$ cat src/rtl/alu_ctrl_md.sv
// RV32I ALU control decoder with an iterative shift-add / restoring-division M-extension engine.
// Build option: define ALU_MDIV_DIV_EN to include the divider; otherwise divide ops decode as illegal.
module alu_ctrl_md #(
  parameter int XLEN = 32
) (
  input  logic            clk,
  input  logic            rst_n,
  input  logic            in_valid,
  input  logic            flush,
  input  logic [6:0]      opcode,
  input  logic [6:0]      funct7,
  input  logic [2:0]      funct3,
  input  logic [1:0]      alu_op,
  input  logic [XLEN-1:0] op_a,
  input  logic [XLEN-1:0] op_b,
  output logic [3:0]      alu_control,
  output logic            is_md,
  output logic            stall,
  output logic            md_done,
  output logic [XLEN-1:0] md_result,
  output logic            illegal_op
);

  localparam int CW = $clog2(XLEN);
  localparam logic [CW-1:0] LAST = CW'(XLEN - 1);

  localparam logic [6:0] OPC_R   = 7'b0110011;
  localparam logic [6:0] F7_BASE = 7'b0000000;
  localparam logic [6:0] F7_ALT  = 7'b0100000;
  localparam logic [6:0] F7_MD   = 7'b0000001;

  localparam logic [3:0] ALU_AND  = 4'b0000;
  localparam logic [3:0] ALU_OR   = 4'b0001;
  localparam logic [3:0] ALU_ADD  = 4'b0010;
  localparam logic [3:0] ALU_XOR  = 4'b0011;
  localparam logic [3:0] ALU_SLL  = 4'b0100;
  localparam logic [3:0] ALU_SRL  = 4'b0101;
  localparam logic [3:0] ALU_SUB  = 4'b0110;
  localparam logic [3:0] ALU_SLT  = 4'b0111;
  localparam logic [3:0] ALU_SLTU = 4'b1000;
  localparam logic [3:0] ALU_SRA  = 4'b1101;

  typedef enum logic [1:0] {
    S_IDLE = 2'd0,
    S_MUL  = 2'd1,
`ifdef ALU_MDIV_DIV_EN
    S_DIV  = 2'd2,
`endif
    S_DONE = 2'd3
  } state_t;

  state_t state, state_d;

  logic [CW-1:0]     cnt;
  logic [2*XLEN-1:0] acc, acc_next, mul_next, prod_fix;
  logic [XLEN:0]     mul_sum;
  logic [XLEN-1:0]   opb_mag, mag_a, mag_b, fin_res;
  logic              res_neg, alt, neg_d, alt_d;
  logic              a_signed, b_signed, sign_a, sign_b;
  logic              md_ok, start, busy;

  // ---------------- decode ----------------
  always_comb begin
    is_md       = (opcode == OPC_R) && (funct7 == F7_MD) && (alu_op == 2'b10);
    alu_control = ALU_ADD;
    illegal_op  = 1'b0;
    case (alu_op)
      2'b00: alu_control = ALU_ADD;
      2'b01: alu_control = ALU_SUB;
      2'b11: begin
        alu_control = ALU_AND;
        illegal_op  = 1'b1;
      end
      default: begin
        if (!is_md) begin
          case (funct3)
            3'b000:  alu_control = (opcode == OPC_R && funct7 == F7_ALT) ? ALU_SUB : ALU_ADD;
            3'b001:  alu_control = ALU_SLL;
            3'b010:  alu_control = ALU_SLT;
            3'b011:  alu_control = ALU_SLTU;
            3'b100:  alu_control = ALU_XOR;
            3'b101:  alu_control = (funct7 == F7_ALT) ? ALU_SRA : ALU_SRL;
            3'b110:  alu_control = ALU_OR;
            default: alu_control = ALU_AND;
          endcase
        end
      end
    endcase
    if (opcode == OPC_R && funct7 != F7_BASE && funct7 != F7_ALT && funct7 != F7_MD)
      illegal_op = 1'b1;
`ifndef ALU_MDIV_DIV_EN
    if (is_md && funct3[2])
      illegal_op = 1'b1;
`endif
  end

`ifdef ALU_MDIV_DIV_EN
  assign md_ok = 1'b1;
`else
  assign md_ok = ~funct3[2];
`endif

  // Handshake: the pipeline holds inputs stable while stall=1; md_done marks a one-cycle valid md_result.
  assign stall   = in_valid & is_md & md_ok & (state != S_DONE);
  assign md_done = (state == S_DONE);
  assign start   = in_valid & is_md & md_ok & ~flush & (state == S_IDLE);

  // ---------------- operand preparation ----------------
  assign a_signed = funct3[2] ? ~funct3[0] : (funct3[1:0] != 2'b11);
  assign b_signed = funct3[2] ? ~funct3[0] : ~funct3[1];
  assign sign_a   = a_signed & op_a[XLEN-1];
  assign sign_b   = b_signed & op_b[XLEN-1];
  assign mag_a    = sign_a ? -op_a : op_a;
  assign mag_b    = sign_b ? -op_b : op_b;
  // Remainder takes the dividend sign; products and quotients take sign_a^sign_b.
  assign neg_d    = (funct3[2] & funct3[1]) ? sign_a : (sign_a ^ sign_b);
  assign alt_d    = funct3[2] ? funct3[1] : (funct3[1:0] != 2'b00);

  // ---------------- iteration datapath ----------------
  assign mul_sum  = {1'b0, acc[2*XLEN-1:XLEN]} + (acc[0] ? {1'b0, opb_mag} : '0);
  assign mul_next = {mul_sum, acc[XLEN-1:1]};
  assign prod_fix = res_neg ? -acc_next : acc_next;

`ifdef ALU_MDIV_DIV_EN
  logic [XLEN:0]   div_shift, div_diff;
  logic [2*XLEN-1:0] div_next;
  logic [XLEN-1:0] div_pick, spec_res;
  logic            div_zero, div_ovf, special;

  // acc holds {remainder, dividend/quotient}; the top XLEN+1 bits are the shifted partial remainder.
  assign div_shift = acc[2*XLEN-1:XLEN-1];
  assign div_diff  = div_shift - {1'b0, opb_mag};
  assign div_next  = div_diff[XLEN] ? {div_shift[XLEN-1:0], acc[XLEN-2:0], 1'b0}
                                    : {div_diff[XLEN-1:0],  acc[XLEN-2:0], 1'b1};
  assign acc_next  = (state == S_DIV) ? div_next : mul_next;
  assign div_pick  = alt ? acc_next[2*XLEN-1:XLEN] : acc_next[XLEN-1:0];
  assign busy      = (state == S_MUL) || (state == S_DIV);

  assign div_zero  = (op_b == '0);
  assign div_ovf   = ~funct3[0] & (op_a == {1'b1, {(XLEN-1){1'b0}}}) & (&op_b);
  assign special   = funct3[2] & (div_zero | div_ovf);
  assign spec_res  = div_zero ? (funct3[1] ? op_a : '1) : (funct3[1] ? '0 : op_a);

  always_comb begin
    fin_res = alt ? prod_fix[2*XLEN-1:XLEN] : prod_fix[XLEN-1:0];
    if (state == S_DIV)
      fin_res = res_neg ? -div_pick : div_pick;
  end
`else
  assign acc_next = mul_next;
  assign busy     = (state == S_MUL);
  assign fin_res  = alt ? prod_fix[2*XLEN-1:XLEN] : prod_fix[XLEN-1:0];
`endif

  // ---------------- FSM ----------------
  always_ff @(posedge clk or negedge rst_n) begin
    if (!rst_n) state <= S_IDLE;
    else        state <= state_d;
  end

  always_comb begin
    state_d = state;
    case (state)
      S_IDLE: begin
        if (start) state_d = S_MUL;
`ifdef ALU_MDIV_DIV_EN
        if (start && funct3[2]) state_d = special ? S_DONE : S_DIV;
`endif
      end
      S_MUL:   if (cnt == LAST) state_d = S_DONE;
`ifdef ALU_MDIV_DIV_EN
      S_DIV:   if (cnt == LAST) state_d = S_DONE;
`endif
      S_DONE:  state_d = S_IDLE;
      default: state_d = S_IDLE;
    endcase
    if (flush) state_d = S_IDLE;
  end

  always_ff @(posedge clk or negedge rst_n) begin
    if (!rst_n) begin
      cnt       <= '0;
      acc       <= '0;
      opb_mag   <= '0;
      res_neg   <= 1'b0;
      alt       <= 1'b0;
      md_result <= '0;
    end else if (!flush) begin
      if (start) begin
        cnt     <= '0;
        acc     <= {{XLEN{1'b0}}, mag_a};
        opb_mag <= mag_b;
        res_neg <= neg_d;
        alt     <= alt_d;
`ifdef ALU_MDIV_DIV_EN
        if (special) md_result <= spec_res;
`endif
      end else if (busy) begin
        acc <= acc_next;
        cnt <= cnt + CW'(1);
        if (cnt == LAST) md_result <= fin_res;
      end
    end
  end

endmodule

$ cat config.mk
export PLATFORM = sky130hd
export DESIGN_NAME = alu_ctrl_md
export DESIGN_NICKNAME = d
export VERILOG_FILES = /design/src/rtl/alu_ctrl_md.sv
export SDC_FILE = /design/constraint.sdc
export NUM_CORES = 1
export LEC_CHECK = 0
export CORE_MARGIN = 2
export CORE_UTILIZATION = 30
export DETAILED_ROUTE_END_ITERATION = 10
export GPL_TIMING_DRIVEN = 0
export PLACE_DENSITY_LB_ADDON = 0.2
export SLEW_MARGIN = 20
export SYNTH_ARGS = -nofsm -noshare
export SYNTH_HDL_FRONTEND = slang
export SYNTH_SLANG_ARGS = --single-unit
$ cat constraint.sdc
create_clock -name clk -period 5.8 [get_ports clk]
set_input_delay 1.45 -clock clk [delete_from_list [all_inputs] [get_ports clk]]
set_output_delay 1.45 -clock clk [all_outputs]
set_load 0.01 [all_outputs]
### After elaboration in Yosys (flattened, before gate mapping)

Cells that the tools add are included.

| cells by class | value |
|---|---|
| $add $sub $neg | 5 |
| $mul | 0 |
| div/mod/pow operators | 0 |
| $lt $le $gt $ge | 0 |
| eq/ne operators | 21 |
| shift operators | 0 |
| multiplexer cells | 25 |
| bitwise operators | 14 |
| reduce and logical (&&, ||, !) cells | 17 |

Operators with widths:

| operator | number |
|---|---|
| 2-to-1 mux 64 bit | 3 |
| 2-to-1 mux 32 bit | 4 |
| negator 32 bit | 2 |
| negator 64 bit | 1 |
| adder 32 x 32 -> 33 bit | 1 |
| case mux 4 bit (7 select lines) | 1 |
| equality test 7 x 6 -> 1 bit (second input constant) | 2 |
| case mux 4 bit (3 select lines) | 1 |
| 2-to-1 mux 5 bit | 2 |
| equality test 3 bit (second input constant) | 3 |
| AND 1 bit | 8 |
| 2-to-1 mux 4 bit | 2 |
| equality test 7 x 1 -> 1 bit (second input constant) | 1 |
| logical AND 1 bit | 7 |
| 2-to-1 mux 1 bit | 7 |
| inequality test 7 x 1 -> 1 bit (second input constant) | 1 |
| inequality test 7 x 6 -> 1 bit (second input constant) | 1 |
| nonzero test 7 bit | 1 |
| equality test 2 bit (second input constant) | 3 |
| equality test 3 x 2 -> 1 bit (second input constant) | 2 |
| 2-to-1 mux 2 bit | 3 |
| AND reduction 2 bit | 3 |
| adder 5 x 1 -> 5 bit (second input constant) | 1 |
| equality test 5 bit (second input constant) | 1 |
| 13 further kinds | 21 |

| word-level totals | value |
|---|---|
| register bits after elaboration | 137 |
| bits in latches | 0 |
| bits in writable memories | 0 |
| bits in read-only memories | 0 |
| bits of input ports | 87 |
| output and inout port bits | 40 |
| memories kept | 0 |

### Logic depth before layout (Yosys ltp)

| logic depth | value |
|---|---|
| word-level depth | 10 |
| gate-level depth with buffers | 15 |
| mapped depth without buffers | 13 |

### Worst setup path before layout

OpenSTA, ideal clock, no wires.

| timing path | value |
|---|---|
| kind | flip-flop to flip-flop |
| from | register acc[0] |
| to | register md_result[23] |
| arrival time | 4214 ps |
| data required time | 5705 ps |
| setup slack | 1491 ps |
| cell stages (with the launch flop) | 15 |
| period minus slack after synthesis | 4309 ps |
| cell sequence | dfrtp_1 > clkbuf_1 > and2_1 > ha_1 > fa_1 > a211oi_2 > o211ai_1 > a41oi_1 > xor2_1 > nand4b_1 > or4b_2 > nor4_1 > a311o_1 > o21ai_0 > o31ai_1 |

| on the way | value |
|---|---|
| cells in the longest elaborated chain, start to end | 5 |

RTL lines:

| item | RTL line | RTL |
|---|---|---|
| from (decl) | 55 | `logic [2*XLEN-1:0] acc, acc_next, mul_next, prod_fix;` |
| from (signal assigned) | 191 | `acc <= {{XLEN{1'b0}}, mag_a};` |
| from (signal assigned) | 199 | `acc <= acc_next;` |
| 2-to-1 mux 32 bit (*) | 120 | `assign mul_sum = {1'b0, acc[2*XLEN-1:XLEN]} + (acc[0] ? {1'b0, opb_mag} : '0);` |
| adder 32 x 32 -> 33 bit (*) | 120 |  |
| negator 64 bit | 122 | `assign prod_fix = res_neg ? -acc_next : acc_next;` |
| 2-to-1 mux 64 bit (*) | 122 |  |
| 2-to-1 mux 32 bit (*) | 152 | `assign fin_res = alt ? prod_fix[2*XLEN-1:XLEN] : prod_fix[XLEN-1:0];` |
| to (signal assigned) | 201 | `if (cnt == LAST) md_result <= fin_res;` |
| to (decl) | 20 | `output logic [XLEN-1:0] md_result,` |

Mark *: on every way between the ends. The rest lies on a longest branch, timed or not.
A chain may end at the register's enable or synchronous reset.

### Worst setup path after layout

| timing path | value |
|---|---|
| from | register acc[0] |
| to | register md_result[30] |

Same word-level chain as after synthesis.

==> flow_metrics.tcl <==
set metrics [dict create \
    tightest_slew_ns 0.880 \
    n_fill_cell 3720 \
    num_rows 68 \
    r2r-start "acc[0]" \
    dr_wl_met2_um 16500 \
    cts_tree "built" \
    synthArstFlopShare 1.00 \
    grt_pass1_wl_um 58100 \
    worst_ep_arrival_time_ns 5.66 \
    syn-cell-area_um2 10600 \
    vias 10400 \
    fin_hold_ws_ns 0.465 \
    hold_start "opb_mag[31]" \
    detail_route.first_pass.iterations 5 \
    ant_nets 0 \
    worst_setup_path_end_kind "flop" \
    fin_crit_sh 0.924 \
    p_total_uw 2300 \
    place_hpwl_um 29100 \
    io_buffers 125 \
    fin_nets 1614 \
    initial_utilization 0.306 \
    ir_worst_vdd_uv 174 \
    crit_path_start_kind "flop" \
    grtUsageTotal 0.204 \
    syn_avg_cell_area_um2 7.90 \
    cts.clk_slew.worst_paths_ns 0.07 \
    path_class "reg -> reg" \
    place.gp.congestion 0.895 \
    layout_common_cells "213 x nand2_1, 177 x o21ai_0, 137 x dfrtp_1, 124 x clkdlybuf4s50_1, 92 x a21oi_1" \
    hold_class "reg -> reg" \
    diodes 0 \
    yosysSeqAreaShare 0.323 \
    synthToLayoutAreaGrowth_pct 23.2 \
    dieHeight_um 192 \
    wl_met1_um 17900 \
    cap_violations 0 \
    drc 0 \
    status "finished clean" \
    overflow 0 \
    cts.sinks 137 \
    die_x_um 192 \
    setup_viol 0 \
    relSlewSlack 0.409 \
    worstRegToRegCells 14 \
    rrSetupSlack_ns 0.44 \
    worstPathMaxFanout 10 \
    total_leakage_power_uw 0.00572 \
    min_period_ns 5.36 \
    numCtsBuffers 17 \
    skew_ns 0.0139 \
    final_common_cell "nand2_1" \
    grt_pass1_vias 10400 \
    fmax_mhz 187 \
    whs_path_depth 2 \
    antenna_found_initial 0 \
    post_cts_buffers 0 \
    drt-total-wl_um 36600 \
    grt_max_degree 90 \
    root_buffer "clkbuf_16" \
    coreArea_um2 34700 \
    yosysWarnings 0 \
    hold_viol 0 \
    syn_inst 1344 \
    timing.rr.end "md_result[30]" \
    htree_levels 4 \
    clk_latency_ns 0.44 \
    ys_seq_elements 137 \
    rsz0062_at_grt "no" \
    syn-num-nets 1469 \
    cts_buffer_depth 2 \
    io_pins 127 \
    dr.max_layer_used "met4" \
    drive_above_1_share 0.0366 \
    synth_edf_count 0 \
    setup_tns_ns 0 \
    wl_per_cell_um 18.7 \
    routed_via_density 5.30 \
    route.met3.wl_um 1520 \
    hold_buffers 0 \
    cts-resized-gates 0 \
    whs_endpoint "opb_mag[31]" \
    power_density_nw_per_um2 176 \
    drv_slew 0 \
    synth_cell_types 70 \
    pre_cts_slack_ns 0.302 \
    drt-initial-drc-count 700 \
    synthFlopType "dfrtp_1" \
    required_ns 6.10 \
    dieArea_um2 36900 \
    setup_slack_ns 0.440 \
]
[cell type report]
cell class | instances | area, um2 | area share
buffer | 69 | 259 | 0.0198
clock buffer | 17 | 425 | 0.0325
clock inverter | 15 | 176 | 0.0135
inverter | 28 | 105 | 0.00804
multi-input combinational | 1110 | 6830 | 0.522
sequential | 137 | 3430 | 0.262
tap | 455 | 569 | 0.0435
timing repair buffer | 126 | 1280 | 0.0982
[cells in the mapped netlist (5+ instances only)]
cell        n  area, um2
nand2_1   213        800
o21ai_0   177        886
dfrtp_1   137       3430
a21oi_1    92        460
nor2_1     79        297
xnor2_1    73        639
clkbuf_1   66        248
xor2_1     63        552
and2_1     38        238
nand3_1    38        190
ha_1       37        463
nor3_1     29        145
o31ai_1    29        218
inv_1      26       97.6
mux2i_1    24        240
a21o_1     16        120
nor4_1     16        100
a211oi_1   14        105
or4_1      14        105
or3_1      13       81.3
nand4_1    12       75.1
and3_1     11       68.8
a22oi_1     8       60.1
o211ai_1    8       60.1
o21a_1      8       60.1
o41ai_1     8       70.1
a31oi_1     7       43.8
or2_2       6       37.5
nand2b_1    5       31.3
nor3b_1     5       37.5
[power by group]
part,switching (uW),total (uW),internal [uW]
combinational,101,199,97.8
clock,533,1150,618
sequential,0.0695,955,955
total,635,2300,1670
[per-layer routing]
metal | global-route usage | up-vias
li1 | - | 5115
met1 | 0.284 | 4976
met2 | 0.333 | 247
met3 | 0.0296 | 42
met4 | 0.0514 | 0
met5 | 0 | -
[per-stage QoR]
step / instances / cell area, um2 / util
2_1_floorplan: 1344 / 10600 / -
5_1_grt: 1957 / 13100 / 0.377
3_5_place_dp: 1925 / 12500 / 0.359
6_report: 1957 / 13100 / 0.377
3_3_place_gp: 1924 / 12400 / 0.358
4_1_cts: 1957 / 13100 / 0.376
[how the worst max path moves through the flow]
stage | start | end | slack, ns | depth (start not counted)
detailed placement | acc[0] | md_result[23] | 0.30 | 14
global route | acc[0] | md_result[28] | 0.12 | 15
floorplan | acc[0] | md_result[23] | 1.49 | 14
CTS | acc[0] | md_result[23] | 0.28 | 14
finish | acc[0] | md_result[30] | 0.44 | 14
global placement | rst_n | acc[15] | -2.61 | 1
[worst max-delay path, cell delays in order, from the launching register on]
cell	delay (ns)
dfrtp_1	0.45
clkbuf_1	0.31
and2_1	0.27
ha_1	0.23
fa_1	0.46
a211oi_2	0.32
o211ai_1	0.22
a41oi_1	0.29
xor2_1	0.44
nand4b_1	0.35
or4_1	0.63
nor4_1	0.43
nor4bb_1	0.41
mux2i_1	0.27
o221ai_1	0.13
[flip-flops by register name, indices dropped and copies added, names as in the netlist]
name	flops
alt	1
state	2
cnt	5
res_neg	1
md_result	32
opb_mag	32
acc	64
[cells by family after synthesis]
| family | synth area share |
|---|---|
| simple gates | 0.231 |
| buf+inv | 0.0343 |
| fa+ha+maj | 0.0455 |
| flops | 0.323 |
| compound gates | 0.231 |
| xor+xnor | 0.112 |
| mux | 0.0226 |
Power figures use the tool's default switching activity.
